**src/rtl/shift_unit_seq.sv**
```systemverilog
// Multi-cycle shift/rotate register: one 1-bit step per clock under a start/busy/done
// handshake, with carry, sticky-lost and zero status flags.
module shift_unit_seq #(
   parameter int WIDTH = 8,
   parameter int AMT_W = 3
) (
   input  logic             clk,
   input  logic             reset,
   input  logic             load,
   input  logic [WIDTH-1:0] din,
   input  logic             start,
   input  logic [2:0]       op,
   input  logic [AMT_W-1:0] amount,
   input  logic             serial_in,
   output logic [WIDTH-1:0] q,
   output logic             busy,
   output logic             done,
   output logic             carry,
   output logic             lost,
   output logic             zero
);

   typedef enum logic [1:0] {
      IDLE  = 2'd0,
      SHIFT = 2'd1,
      DONE  = 2'd2
   } state_t;

   localparam logic [AMT_W-1:0] AMT_ZERO = AMT_W'(0);
   localparam logic [AMT_W-1:0] AMT_ONE  = AMT_W'(1);

   state_t           state_r;
   logic [2:0]       op_r;
   logic [AMT_W-1:0] cnt_r;

   logic [WIDTH-1:0] step_q_s;
   logic             step_out_s;
   logic             step_flag_s;   // step updates carry
   logic             step_lose_s;   // step may discard a bit (non-rotate)

   // One-bit step result for the latched mode
   always_comb begin
      step_q_s    = q;
      step_out_s  = 1'b0;
      step_flag_s = 1'b0;
      step_lose_s = 1'b0;
      case (op_r)
         3'b000: begin
            step_q_s    = {q[WIDTH-2:0], 1'b0};
            step_out_s  = q[WIDTH-1];
            step_flag_s = 1'b1;
            step_lose_s = 1'b1;
         end
         3'b001: begin
            step_q_s    = {1'b0, q[WIDTH-1:1]};
            step_out_s  = q[0];
            step_flag_s = 1'b1;
            step_lose_s = 1'b1;
         end
         3'b010: begin
            step_q_s    = {q[WIDTH-1], q[WIDTH-1:1]};
            step_out_s  = q[0];
            step_flag_s = 1'b1;
            step_lose_s = 1'b1;
         end
         3'b011: begin
            step_q_s    = {q[WIDTH-2:0], q[WIDTH-1]};
            step_out_s  = q[WIDTH-1];
            step_flag_s = 1'b1;
            step_lose_s = 1'b0;
         end
         3'b100: begin
            step_q_s    = {q[0], q[WIDTH-1:1]};
            step_out_s  = q[0];
            step_flag_s = 1'b1;
            step_lose_s = 1'b0;
         end
         3'b101: begin
            step_q_s    = {q[WIDTH-2:0], serial_in};
            step_out_s  = q[WIDTH-1];
            step_flag_s = 1'b1;
            step_lose_s = 1'b1;
         end
         3'b110: begin
            step_q_s    = {serial_in, q[WIDTH-1:1]};
            step_out_s  = q[0];
            step_flag_s = 1'b1;
            step_lose_s = 1'b1;
         end
         default: begin
            // reserved mode: register and flags hold, handshake still runs
            step_q_s    = q;
            step_out_s  = 1'b0;
            step_flag_s = 1'b0;
            step_lose_s = 1'b0;
         end
      endcase
   end

   // Control FSM, data register and status flags
   always_ff @(posedge clk) begin
      if (reset) begin
         state_r <= IDLE;
         op_r    <= 3'b000;
         cnt_r   <= AMT_ZERO;
         q       <= '0;
         carry   <= 1'b0;
         lost    <= 1'b0;
         busy    <= 1'b0;
         done    <= 1'b0;
      end else begin
         case (state_r)
            IDLE, DONE: begin
               if (load) begin
                  q       <= din;
                  carry   <= 1'b0;
                  lost    <= 1'b0;
                  state_r <= IDLE;
                  busy    <= 1'b0;
                  done    <= 1'b0;
               end else if (start) begin
                  op_r  <= op;
                  cnt_r <= amount;
                  carry <= 1'b0;
                  lost  <= 1'b0;
                  if (amount == AMT_ZERO) begin
                     state_r <= DONE;
                     busy    <= 1'b0;
                     done    <= 1'b1;
                  end else begin
                     state_r <= SHIFT;
                     busy    <= 1'b1;
                     done    <= 1'b0;
                  end
               end else begin
                  state_r <= IDLE;
                  busy    <= 1'b0;
                  done    <= 1'b0;
               end
            end
            SHIFT: begin
               q     <= step_q_s;
               cnt_r <= cnt_r - AMT_ONE;
               if (step_flag_s) begin
                  carry <= step_out_s;
               end else begin
                  carry <= carry;
               end
               if (step_lose_s) begin
                  lost <= lost | step_out_s;
               end else begin
                  lost <= lost;
               end
               if (cnt_r == AMT_ONE) begin
                  state_r <= DONE;
                  busy    <= 1'b0;
                  done    <= 1'b1;
               end else begin
                  state_r <= SHIFT;
                  busy    <= 1'b1;
                  done    <= 1'b0;
               end
            end
            default: begin
               state_r <= IDLE;
               busy    <= 1'b0;
               done    <= 1'b0;
            end
         endcase
      end
   end

   assign zero = (q == '0);

endmodule
```
**config.mk**
```make
export PLATFORM = sky130hd
export DESIGN_NAME = shift_unit_seq
export DESIGN_NICKNAME = d
export VERILOG_FILES = /design/src/rtl/shift_unit_seq.sv
export SDC_FILE = /design/constraint.sdc
export NUM_CORES = 1
export LEC_CHECK = 0
export ABC_AREA = 0
export CORE_MARGIN = 2
export CORE_UTILIZATION = 53
export CTS_BUF_LIST = sky130_fd_sc_hd__clkbuf_2 sky130_fd_sc_hd__clkbuf_4 sky130_fd_sc_hd__clkbuf_8
export CTS_CLUSTER_DIAMETER = 40
export DETAILED_ROUTE_END_ITERATION = 10
export GPL_TIMING_DRIVEN = 0
export HOLD_SLACK_MARGIN = 0.06
export PLACE_DENSITY = 0.94
export SYNTH_ARGS = -nofsm -noshare
export SYNTH_HDL_FRONTEND = slang
export SYNTH_SLANG_ARGS = --single-unit
```
**constraint.sdc**
```tcl
create_clock -name clk -period 2.3 [get_ports clk]
set_input_delay 0.46 -clock clk [delete_from_list [all_inputs] [get_ports clk]]
set_output_delay 0.46 -clock clk [all_outputs]
set_load 0.01 [all_outputs]
```
==> out/qor_table.md, run 1 <==
| Parameter | This run | Unit |
| --- | --- | --- |
| DRT antenna net count | 0 | - |
| Sort of element at the end of the critical path | output port | - |
| Sum of net half-perimeters after detailed placement | 2390 | µm |
| Number of levels in the clock H-tree | 1 | - |
| Post-route setup slack | 0.385 | ns |
| Site Rows | 17 | - |
| Total clock sinks | 18 | - |
| Die span in y | 51.6 | µm |
| Share of final-layout standard cells stronger than drive strength 1 | 0.160 | - |
| End point of the critical path | zero | - |
| Net total in the final layout | 198 | - |
| Final min period | 1.91 | ns |
| Final hold slack | 0.472 | ns |
| Hold Path Origin | lost$_SDFFE_PP0P_ | - |
| Mean number of vias per cell | 6.26 | - |
| Initial drt markers | 39 | - |
| Root Buffer Master | sky130_fd_sc_hd__clkbuf_4 | - |
| Total number of vias | 1271 | - |
| Startpoint type of the worst setup path | flip-flop | - |
| Boundary Pins | 32 | - |
| Proportion of synthesized chip area in sequential cells | 0.301 | - |
| Remaining DRCs | 0 | - |
| Clock latency on the worst-skew pair | 0.30 | ns |
| Final estimated routing congestion in global placement | 0.840 | - |
| GRT Util Overall | 0.262 | - |
| Total congestion overflow after global routing | 0 | - |
| Worst flop-to-flop path endpoint | q[1]$_SDFFE_PP0P_ | - |
| RSZ-0062 raised after global routing | no | - |
| Slack of the worst reg-to-reg path | 0.72 | ns |
| DIE WIDTH | 51.6 | µm |
| Largest area contributor in the synthesized netlist | sky130_fd_sc_hd__dfxtp_1 | - |
| Number of enable-type register cells in the synthesized netlist | 0 | - |
| Number of global-route vias before repair | 1120 | - |
| Wire length of the first global-routing pass | 5110 | µm |
| Static power due to leakage | 0.592 | nW |
| Synthesis Warnings | 0 | - |
| Synthesized net count | 162 | - |
| Final clock period utilization by the worst path | 0.833 | - |
| Proportion of register bits with asynchronous set or reset after synthesis | 0 | - |
| Startpoint of the worst register-to-register path | op_r[2]$_SDFFE_PP0P_ | - |
| Arr. time, crit path | 1.45 | ns |
| Initial antenna violation count | 0 | - |
| Fmax | 522 | MHz |
| DRT Pass-1 Iters | 4 | - |
| Worst-margin pin slew | 0.540 | ns |
| Critical Path RT | 1.84 | ns |
| Count of different cell masters after synthesis | 46 | - |
| Largest net degree at the start of global routing | 11 | - |
| Detailed-route wire length per cell | 16.2 | µm |
| TritonCTS clock tree | built | - |
| Effective utilization at floorplan | 0.552 | - |
| Largest buffer count on any clock path | 2 | - |
| CP Launch Point | q[0]$_SDFFE_PP0P_ | - |
| Ant diodes | 0 | - |
| Number of buffers created by CTS | 3 | - |
| CORE AREA | 0.00217 | mm² |
| Buffers on Ports | 31 | - |
| Flip-flop cell with the highest count after synthesis | sky130_fd_sc_hd__dfxtp_1 | - |
| Total setup buffers inserted after CTS | 0 | - |
| WL final | 3290 | µm |
| Endpoints failing hold | 0 | - |
| Largest cells by area after synthesis | sky130_fd_sc_hd__dfxtp_1 (30%), sky130_fd_sc_hd__mux2i_1 (5.8%), sky130_fd_sc_hd__nor2_1 (5.6%) | - |
| Number of maximum-capacitance violations | 0 | - |
| Worst setup timing slack at the placement stage | 0.241 | ns |
| Worst-case headroom to the max-slew limit | 0.638 | - |
| Cell count after synthesis | 141 | - |
| Max-slew violations | 0 | - |
| Non-filler cells, final | 203 | - |
| Clock transition at path regs | 0.10 | ns |
| Die Area | 0.00266 | mm² |
| Run status | finished clean | - |
| R2R depth | 5 | - |
| Top cells by instance count after synthesis | sky130_fd_sc_hd__dfxtp_1 (18), sky130_fd_sc_hd__nor2_1 (18), sky130_fd_sc_hd__nand2_1 (12), sky130_fd_sc_hd__o21ai_0 (12), sky130_fd_sc_hd__a21oi_1 (9) | - |
| Startpoint-to-endpoint class of the critical path | reg -> out | - |
| Final setup viols | 0 | - |
| Signed area change from the synthesized netlist to the final layout | 31.2 | % |
| Total Neg Setup Slack | 0 | ns |
| Maximum vdd ir drop | 0.424 | mV |
| Class of the worst hold path | reg -> reg | - |
| Crit-path max FO | 7 | - |
| Mean instance size in the synthesized netlist | 8.50 | µm² |
| Clock Skews | 0.00171 | ns |
| Seq cells post-synth | 18 | - |
| Area share of the leading cell type in the synthesized netlist | 0.301 | - |
| Cell area after synthesis | 0.00120 | mm² |
| Power density over the cells | 515 | mW/mm² |
| Placed insts | 200 | - |
[registers in the layout, indices dropped and copies added (netlist names)]
| register | cells |
|---|---|
| cnt_r | 3 |
| op_r | 3 |
| lost | 1 |
| q | 8 |
| carry | 1 |
| state_r | 2 |
[routing by layer]
layer	vias to the layer above	part of all wire	GRT usage
li1	587	-	-
met1	604	0.41	0.318
met2	67	0.49	0.417
met3	13	0.068	0.0575
met4	0	0.038	0.167
met5	-	0	0
[logic make-up (layout without fill, tap and decap cells)]
logic type / after synthesis / in the layout / share of synthesized area
AOI/OAI and AO/OA: 42 / 42 / 0.259
xor gates and xnor gates: 1 / 1 / 0.0136
adders and majority gates: 2 / 2 / 0.0209
buffers and inverters: 17 / 51 / 0.0835
DFF: 18 / 18 / 0.301
muxes: 9 / 9 / 0.0804
and+or+nand+nor: 52 / 52 / 0.242
[cell type report]
| class | instances | area (µm²) |
|---|---|---|
| timing repair buffer | 31 | 313 |
| sequential | 18 | 364 |
| clock buffer | 3 | 22.5 |
| fill | 178 | 597 |
| buffer | 10 | 73.8 |
| inverter | 7 | 26.3 |
| tap | 28 | 35.0 |
| multi-input combinational | 106 | 738 |
[worst max-delay path, cell delays in order, from the launching register on]
cell and delay, ns:
sky130_fd_sc_hd__dfxtp_2 0.36, sky130_fd_sc_hd__or4_1 0.52, sky130_fd_sc_hd__nor2_1 0.11, sky130_fd_sc_hd__dlymetal6s2s_1 0.16
[through the flow]
step	cell area, µm²	power (mW)	util
2_1_floorplan	1200	0.533	-
3_3_place_gp	1540	0.637	0.712
3_5_place_dp	1540	0.651	0.712
4_1_cts	1570	0.808	0.723
5_1_grt	1570	0.841	0.725
6_report	1570	0.810	0.725
[placed cells by master (no fill, tap or decap), drive strengths merged, types with 4 or more instances in the layout]
| cell | count |
|---|---|
| dfxtp | 18 |
| buf | 7 |
| mux2i | 7 |
| inv | 7 |
| a21oi | 10 |
| a32o | 5 |
| nand3 | 4 |
| nor2 | 19 |
| o21ai | 13 |
| nand2 | 12 |
| clkbuf | 6 |
| clkdlybuf4s50 | 30 |
[worst min-delay path by stage]
| stage | end | cells after the start |
|---|---|---|
| 2_1_floorplan | cnt_r[2]$_SDFFE_PP0P_ | 2 |
| 3_3_place_gp | lost$_SDFFE_PP0P_ | 2 |
| 3_5_place_dp | lost$_SDFFE_PP0P_ | 2 |
| 4_1_cts | lost$_SDFFE_PP0P_ | 2 |
| 5_1_grt | carry$_SDFFE_PP0P_ | 2 |
| 6_report | lost$_SDFFE_PP0P_ | 2 |
[power breakdown]
part	leakage, nW	switching, mW	internal (mW)
registers	0.149	0.0301	0.339
logic	0.429	0.137	0.146
clock network	0.0138	0.0967	0.0611
[timing repair]
item,in CTS,in global routing
cloned,0,0
hold buffers,0,0
endpoints found under the setup margin,1,1
gates resized for setup,2,2
Note: power is estimated with default switching activity, not from simulation.
==> inputs of run 2 (changes only) <==
--- a/config.mk
+++ b/config.mk
@@ -7,13 +7,13 @@
 export LEC_CHECK = 0
 export ABC_AREA = 0
 export CORE_MARGIN = 2
-export CORE_UTILIZATION = 53
+export CORE_UTILIZATION = 50
 export CTS_BUF_LIST = sky130_fd_sc_hd__clkbuf_2 sky130_fd_sc_hd__clkbuf_4 sky130_fd_sc_hd__clkbuf_8
 export CTS_CLUSTER_DIAMETER = 40
 export DETAILED_ROUTE_END_ITERATION = 10
 export GPL_TIMING_DRIVEN = 0
 export HOLD_SLACK_MARGIN = 0.06
-export PLACE_DENSITY = 0.94
+export PLACE_DENSITY = 0.9
 export SYNTH_ARGS = -nofsm -noshare
 export SYNTH_HDL_FRONTEND = slang
 export SYNTH_SLANG_ARGS = --single-unit
==> constraint.sdc (replaced) <==
create_clock -name clk -period 1.8 [get_ports clk]
set_input_delay 0.36 -clock clk [delete_from_list [all_inputs] [get_ports clk]]
set_output_delay 0.36 -clock clk [all_outputs]
set_load 0.01 [all_outputs]
==> out/qor_table.md, run 2 (synthesized netlist as in run 1, its figures left out) <==
| Parameter | This run | Unit | Delta |
| --- | --- | --- | --- |
| Master of the slowest instance on the critical path | sky130_fd_sc_hd__or4_4 | - |  |
| Remaining DRCs | 0 | - | unchanged |
| Effective utilization at floorplan | 0.537 | - | -0.0158 |
| Total number of vias | 1230 | - | -3.2% |
| CP Launch Point | q[7]$_SDFFE_PP0P_ | - |  |
| Largest net degree at the start of global routing | 11 | - | unchanged |
| DIE WIDTH | 53.0 | µm | +2.7% |
| Part of the total power dissipated in the clock network | 0.205 | - | +0.010 |
| Final min period | 1.78 | ns |  |
| Clock transition at path regs | 0.11 | ns | about the same |
| Commonest non-fill, non-tap cell in the layout | sky130_fd_sc_hd__clkdlybuf4s50_1 | - |  |
| Total Neg Setup Slack | 0 | ns | unchanged |
| Arr. time, crit path | 1.42 | ns | -0.03 ns |
| Ant diodes | 0 | - | unchanged |
| Buf/Inv on CP | 1 | - | unchanged |
| Sequential cell area | 369 | µm² | +1.4% |
| DRT Pass-1 Iters | 4 | - | unchanged |
| Clock latency on the worst-skew pair | 0.30 | ns | about the same |
| Crit-path max FO | 6 | - | -1 |
| Worst-margin pin slew | 0.572 | ns | +0.0316 ns |
| Site Rows | 17 | - | unchanged |
| Crit path max-delay family | simple AND/OR/NAND/NOR gates | - |  |
| Sequential share of power | 0.445 | - | -0.011 |
| Switch Pwr | 0.345 | mW | +31% |
| Final estimated routing congestion in global placement | 0.853 | - | +1.5% |
| Startpoint type of the worst setup path | flip-flop | - |  |
| Root Buffer Master | sky130_fd_sc_hd__clkbuf_4 | - |  |
| Sum of net half-perimeters after detailed placement | 2210 | µm | -7.5% |
| Worst-case headroom to the max-slew limit | 0.617 | - | -0.0211 |
| Clock Skews | 0.000961 | ns | -0.000744 ns |
| Total congestion overflow after global routing | 0 | - | unchanged |
| Class of the worst hold path | reg -> reg | - |  |
| Startpoint-to-endpoint class of the critical path | reg -> out | - |  |
| Wire length of the first global-routing pass | 4740 | µm | -7.2% |
| Sort of element at the end of the critical path | output port | - |  |
| Combinational Power Share | 0.350 | - | about the same |
| RSZ-0062 raised after global routing | yes | - |  |
| Top library cells by usage in the layout, fill and taps aside | sky130_fd_sc_hd__clkdlybuf4s50_1 (30), sky130_fd_sc_hd__nor2_1 (18), sky130_fd_sc_hd__dfxtp_1 (15) | - |  |
| Initial antenna violation count | 0 | - | unchanged |
| Power density over the cells | 658 | mW/mm² | +28% |
| Number of filler instances in the final layout | 171 | - | -3.9% |
| Critical Path RT | 1.44 | ns | -0.40 ns |
| Net total in the final layout | 201 | - | +1.5% |
| DRT antenna net count | 0 | - | unchanged |
| P_int | 0.706 | mW | +29% |
| Buffers on Ports | 31 | - | unchanged |
| Number of levels in the clock H-tree | 1 | - | unchanged |
| Final clock period utilization by the worst path | 0.990 | - |  |
| Signed area change from the synthesized netlist to the final layout | 33.2 | % |  |
| GRT Util Overall | 0.232 | - | -0.0292 |
| Final setup viols | 0 | - | unchanged |
| Multi-input combinational cell area | 742 | µm² | +0.51% |
| Top flop regs | q (8), cnt_r (3), op_r (3) | - |  |
| Number of maximum-capacitance violations | 0 | - | unchanged |
| Number of global-route vias before repair | 1062 | - | -5.2% |
| Reg with most FFs | q | - |  |
| WL final | 3060 | µm | -7.0% |
| CP cell instances | or4_4 > nor2_1 > buf_2 | - |  |
| Fmax | 561 | MHz |  |
| Endpoints failing hold | 0 | - | unchanged |
| Max-slew violations | 0 | - | unchanged |
| Die span in y | 53.0 | µm | +2.7% |
| Startpoint of the worst register-to-register path | op_r[2]$_SDFFE_PP0P_ | - |  |
| Flip-flop count of the largest register, all copies and words added | 8 | - | unchanged |
| CORE AREA | 0.00223 | mm² | +2.9% |
| Largest buffer count on any clock path | 2 | - | unchanged |
| TritonCTS clock tree | built | - |  |
| Detailed-route wire length per cell | 14.8 | µm | -8.3% |
| Mean number of vias per cell | 5.97 | - | -4.6% |
| Hold Path Origin | carry$_SDFFE_PP0P_ | - |  |
| Run status | finished clean | - |  |
| Total clock sinks | 18 | - | unchanged |
| Die Area | 0.00280 | mm² | +5.5% |
| Slowest Stage Delay on Critical Path | 0.50 | ns | -0.02 ns |
| Slack of the worst reg-to-reg path | 0.20 | ns | -0.52 ns |
| Sw frac | 0.328 | - | +0.00256 |
| Number of buffers created by CTS | 3 | - | unchanged |
| Overall power of the completed layout | 1.05 | mW | +30% |
| Maximum vdd ir drop | 0.558 | mV | +32% |
| Static power due to leakage | 0.595 | nW | +0.58% |
| Share of final-layout standard cells stronger than drive strength 1 | 0.185 | - | +0.0254 |
| Boundary Pins | 32 | - | unchanged |
| Initial drt markers | 37 | - | -5.1% |
## run 2: worst paths after layout
kind	cells past startpoint	to
setup reg to reg	5	q[1]$_SDFFE_PP0P_
hold / removal	2	carry$_SDFFE_PP0P_
hold reg to reg	2	carry$_SDFFE_PP0P_
setup / recovery	3	zero
## run 2: power groups by stage
stage,Sequential [mW],Combinational [mW],Clock [mW]
3_5_place_dp,0.478,0.348,0
6_report,0.468,0.368,0.215
3_3_place_gp,0.475,0.341,0
4_1_cts,0.468,0.352,0.209
5_1_grt,0.471,0.397,0.226
2_1_floorplan,0.479,0.203,0
## run 2: timing repair
action / CTS / global route
endpoints found under the setup margin: 1 / 1
hold buffers: 0 / 0
pin swaps: 0 / 1
hold endpoints to repair: 0 / 0
gates resized for setup: 8 / 2
gates cloned: 0 / 0
buffers inserted: 1 / 2
## run 2: through the flow
stage,setup slack (ns),std cells,hold WS [ns],util,cell area [µm²]
final,0.0173,206,0.480,0.715,1600
after global routing,-0.00515,206,0.499,0.715,1600
after CTS,0.0330,204,0.480,0.705,1580
after detailed placement,-0.127,200,0.466,0.691,1540
after global placement,-0.0770,200,0.454,0.691,1540
after floorplan,0.372,141,0.442,-,1200
## run 2: layer usage
metal	GRT usage	part of all wire	wire length, µm
met5	0	0	0
met4	0.0726	0.011	34
met1	0.303	0.43	1310
met2	0.379	0.50	1530
met3	0.0508	0.059	179
## run 2: area by class of cell
type | instances | share of cell area
repair buffers | 34 | 0.205
clock buffers | 3 | 0.0141
plain buffers | 10 | 0.0462
inverters | 7 | 0.0165
flip-flops and latches | 18 | 0.231
multi-input cells | 106 | 0.465
well taps | 28 | 0.0219
## run 2: tightest hold or removal path, stage by stage (launching register included)
cell and delay (ns):
sky130_fd_sc_hd__dfxtp_1 0.33, sky130_fd_sc_hd__nand3_1 0.06, sky130_fd_sc_hd__o31ai_1 0.05
==> inputs of run 3 (changes only) <==
--- a/config.mk
+++ b/config.mk
@@ -14,6 +14,7 @@
 export GPL_TIMING_DRIVEN = 0
 export HOLD_SLACK_MARGIN = 0.06
 export PLACE_DENSITY = 0.9
+export SKIP_CTS_REPAIR_TIMING = 1
 export SYNTH_ARGS = -nofsm -noshare
 export SYNTH_HDL_FRONTEND = slang
 export SYNTH_SLANG_ARGS = --single-unit
==> out/qor_table.md, run 3 (synthesized netlist as in run 1, its figures left out) <==
| Parameter | This run | Unit | Delta |
| --- | --- | --- | --- |
| DRT antenna net count | 0 | - | unchanged |
| Wire length of the first global-routing pass | 4730 | µm | -0.15% |
| Buf/Inv on CP | 1 | - | unchanged |
| Top library cells by usage in the layout, fill and taps aside | sky130_fd_sc_hd__clkdlybuf4s50_1 (30), sky130_fd_sc_hd__nor2_1 (18), sky130_fd_sc_hd__dfxtp_1 (15) | - |  |
| Slowest Stage Delay on Critical Path | 0.53 | ns | +0.03 ns |
| Placed insts | 200 | - | unchanged |
| Site Rows | 17 | - | unchanged |
| Non-filler cells, final | 207 | - | +0.49% |
| Run status | finished clean | - |  |
| Worst-case headroom to the max-slew limit | 0.621 | - | +0.00382 |
| Worst-margin pin slew | 0.566 | ns | -0.00571 ns |
| Number of buffers created by CTS | 3 | - | unchanged |
| Maximum vdd ir drop | 0.560 | mV | +0.38% |
| Sort of element at the end of the critical path | output port | - |  |
| Signed area change from the synthesized netlist to the final layout | 33.8 | % |  |
| Static power due to leakage | 0.600 | nW | +0.87% |
| Max-slew violations | 0 | - | unchanged |
| Endpoints failing hold | 0 | - | unchanged |
| Clock latency on the worst-skew pair | 0.31 | ns | about the same |
| Share of final-layout standard cells stronger than drive strength 1 | 0.190 | - | +0.00455 |
| CP cell instances | or4_4 > nor2_1 > buf_2 | - |  |
| RSZ-0062 raised after global routing | yes | - |  |
| Initial drt markers | 32 | - | -14% |
| Total congestion overflow after global routing | 0 | - | unchanged |
| Crit-path max FO | 4 | - | -2 |
| Boundary Pins | 32 | - | unchanged |
| Top flop regs | q (8), cnt_r (3), op_r (3) | - |  |
| Die Area | 0.00280 | mm² | unchanged |
| Number of maximum-capacitance violations | 0 | - | unchanged |
| Remaining DRCs | 0 | - | unchanged |
| DIE WIDTH | 53.0 | µm | unchanged |
| Ant diodes | 0 | - | unchanged |
| Net total in the final layout | 202 | - | +0.50% |
| Overall power of the completed layout | 1.06 | mW | +0.40% |
| Worst setup timing slack at the placement stage | -0.127 | ns | unchanged |
| Final min period | 1.79 | ns | +0.00493 ns |
| Master of the slowest instance on the critical path | sky130_fd_sc_hd__or4_4 | - |  |
| Startpoint type of the worst setup path | flip-flop | - |  |
| Effective utilization at floorplan | 0.537 | - | unchanged |
| Largest net degree at the start of global routing | 11 | - | unchanged |
| Reg with most FFs | q | - |  |
| WL final | 3080 | µm | +0.62% |
| Sum of net half-perimeters after detailed placement | 2210 | µm | unchanged |
| Final estimated routing congestion in global placement | 0.853 | - | unchanged |
| Number of filler instances in the final layout | 171 | - | unchanged |
| Number of global-route vias before repair | 1054 | - | -0.75% |
| Mean number of vias per cell | 5.94 | - | -0.48% |
| Detailed-route wire length per cell | 14.9 | µm | +0.14% |
| Initial antenna violation count | 0 | - | unchanged |
| Power density over the cells | 658 | mW/mm² | about the same |
| Startpoint-to-endpoint class of the critical path | reg -> out | - |  |
| Final clock period utilization by the worst path | 0.993 | - | +0.00274 |
| Clock transition at path regs | 0.11 | ns | about the same |
| Fmax | 559 | MHz | -0.28% |
| TritonCTS clock tree | built | - |  |
| Number of levels in the clock H-tree | 1 | - | unchanged |
| DRT Pass-1 Iters | 5 | - | +1 |
| GRT Util Overall | 0.232 | - | -0.000593 |
| Commonest non-fill, non-tap cell in the layout | sky130_fd_sc_hd__clkdlybuf4s50_1 | - |  |
| Final setup viols | 0 | - | unchanged |
| Flip-flop count of the largest register, all copies and words added | 8 | - | unchanged |
| Post-route setup slack | 0.0123 | ns | -0.00493 ns |
| Class of the worst hold path | reg -> reg | - |  |
| Die span in y | 53.0 | µm | unchanged |
| Total clock sinks | 18 | - | unchanged |
| CORE AREA | 0.00223 | mm² | unchanged |
| Clock Skews | 0.00339 | ns | +0.00243 ns |
| Total number of vias | 1230 | - | unchanged |
| Buffers on Ports | 31 | - | unchanged |
| Root Buffer Master | sky130_fd_sc_hd__clkbuf_4 | - |  |
| Crit path max-delay family | simple AND/OR/NAND/NOR gates | - |  |
| Arr. time, crit path | 1.43 | ns | about the same |
| Critical Path RT | 1.44 | ns | about the same |
| Largest buffer count on any clock path | 2 | - | unchanged |
==> run 3: metrics by stage <==
stage | TNS (ns) | instance area, µm² | hold WS [ns] | utilization
floorplan | 0 | 1200 | 0.442 | -
global placement | -0.336 | 1540 | 0.454 | 0.691
detailed placement | -0.578 | 1540 | 0.466 | 0.691
CTS | -0.429 | 1570 | 0.480 | 0.701
global route | -0.00515 | 1600 | 0.499 | 0.718
finish | 0 | 1600 | 0.479 | 0.718
==> run 3: tightest hold or removal path, cell delays in order, from the launching register on <==
cell and delay [ns]:
sky130_fd_sc_hd__dfxtp_1 0.33, sky130_fd_sc_hd__nand3_1 0.06, sky130_fd_sc_hd__a21oi_1 0.05
==> run 3: cell type report <==
| type | instances | area [µm²] | share of cell area |
|---|---|---|---|
| inverter | 7 | 26.3 | 0.0164 |
| sequential | 18 | 369 | 0.230 |
| timing repair buffer | 35 | 335 | 0.209 |
| tap | 28 | 35.0 | 0.0218 |
| clock buffer | 3 | 22.5 | 0.0140 |
| buffer | 10 | 73.8 | 0.0460 |
| multi-input combinational | 106 | 742 | 0.463 |
==> run 3: power by group <==
group	internal, mW	switching, mW	total, mW
clock network	0.0783	0.137	0.215
logic	0.198	0.173	0.371
registers	0.433	0.0361	0.469
total	0.709	0.346	1.06
==> run 3: layer usage <==
layer,vias up,global-route usage,routed length [µm],share of wire
met2,43,0.377,1540,0.50
met3,7,0.0508,209,0.068
met4,0,0.0726,42,0.014
li1,589,-,-,-
met1,591,0.303,1280,0.42
met5,-,0,0,0
==> run 3: final timing paths <==
check                           cells past startpoint  slack (ns)                  start               endpoint
worst min-delay path                                2        0.48  cnt_r[1]$_SDFFE_PP0P_  cnt_r[1]$_SDFFE_PP0P_
worst max-delay path                                3        0.01      q[4]$_SDFFE_PP0P_                   zero
worst max register to register                      5        0.21   op_r[2]$_SDFFE_PP0P_      q[1]$_SDFFE_PP0P_
worst min register to register                      2        0.48  cnt_r[1]$_SDFFE_PP0P_  cnt_r[1]$_SDFFE_PP0P_
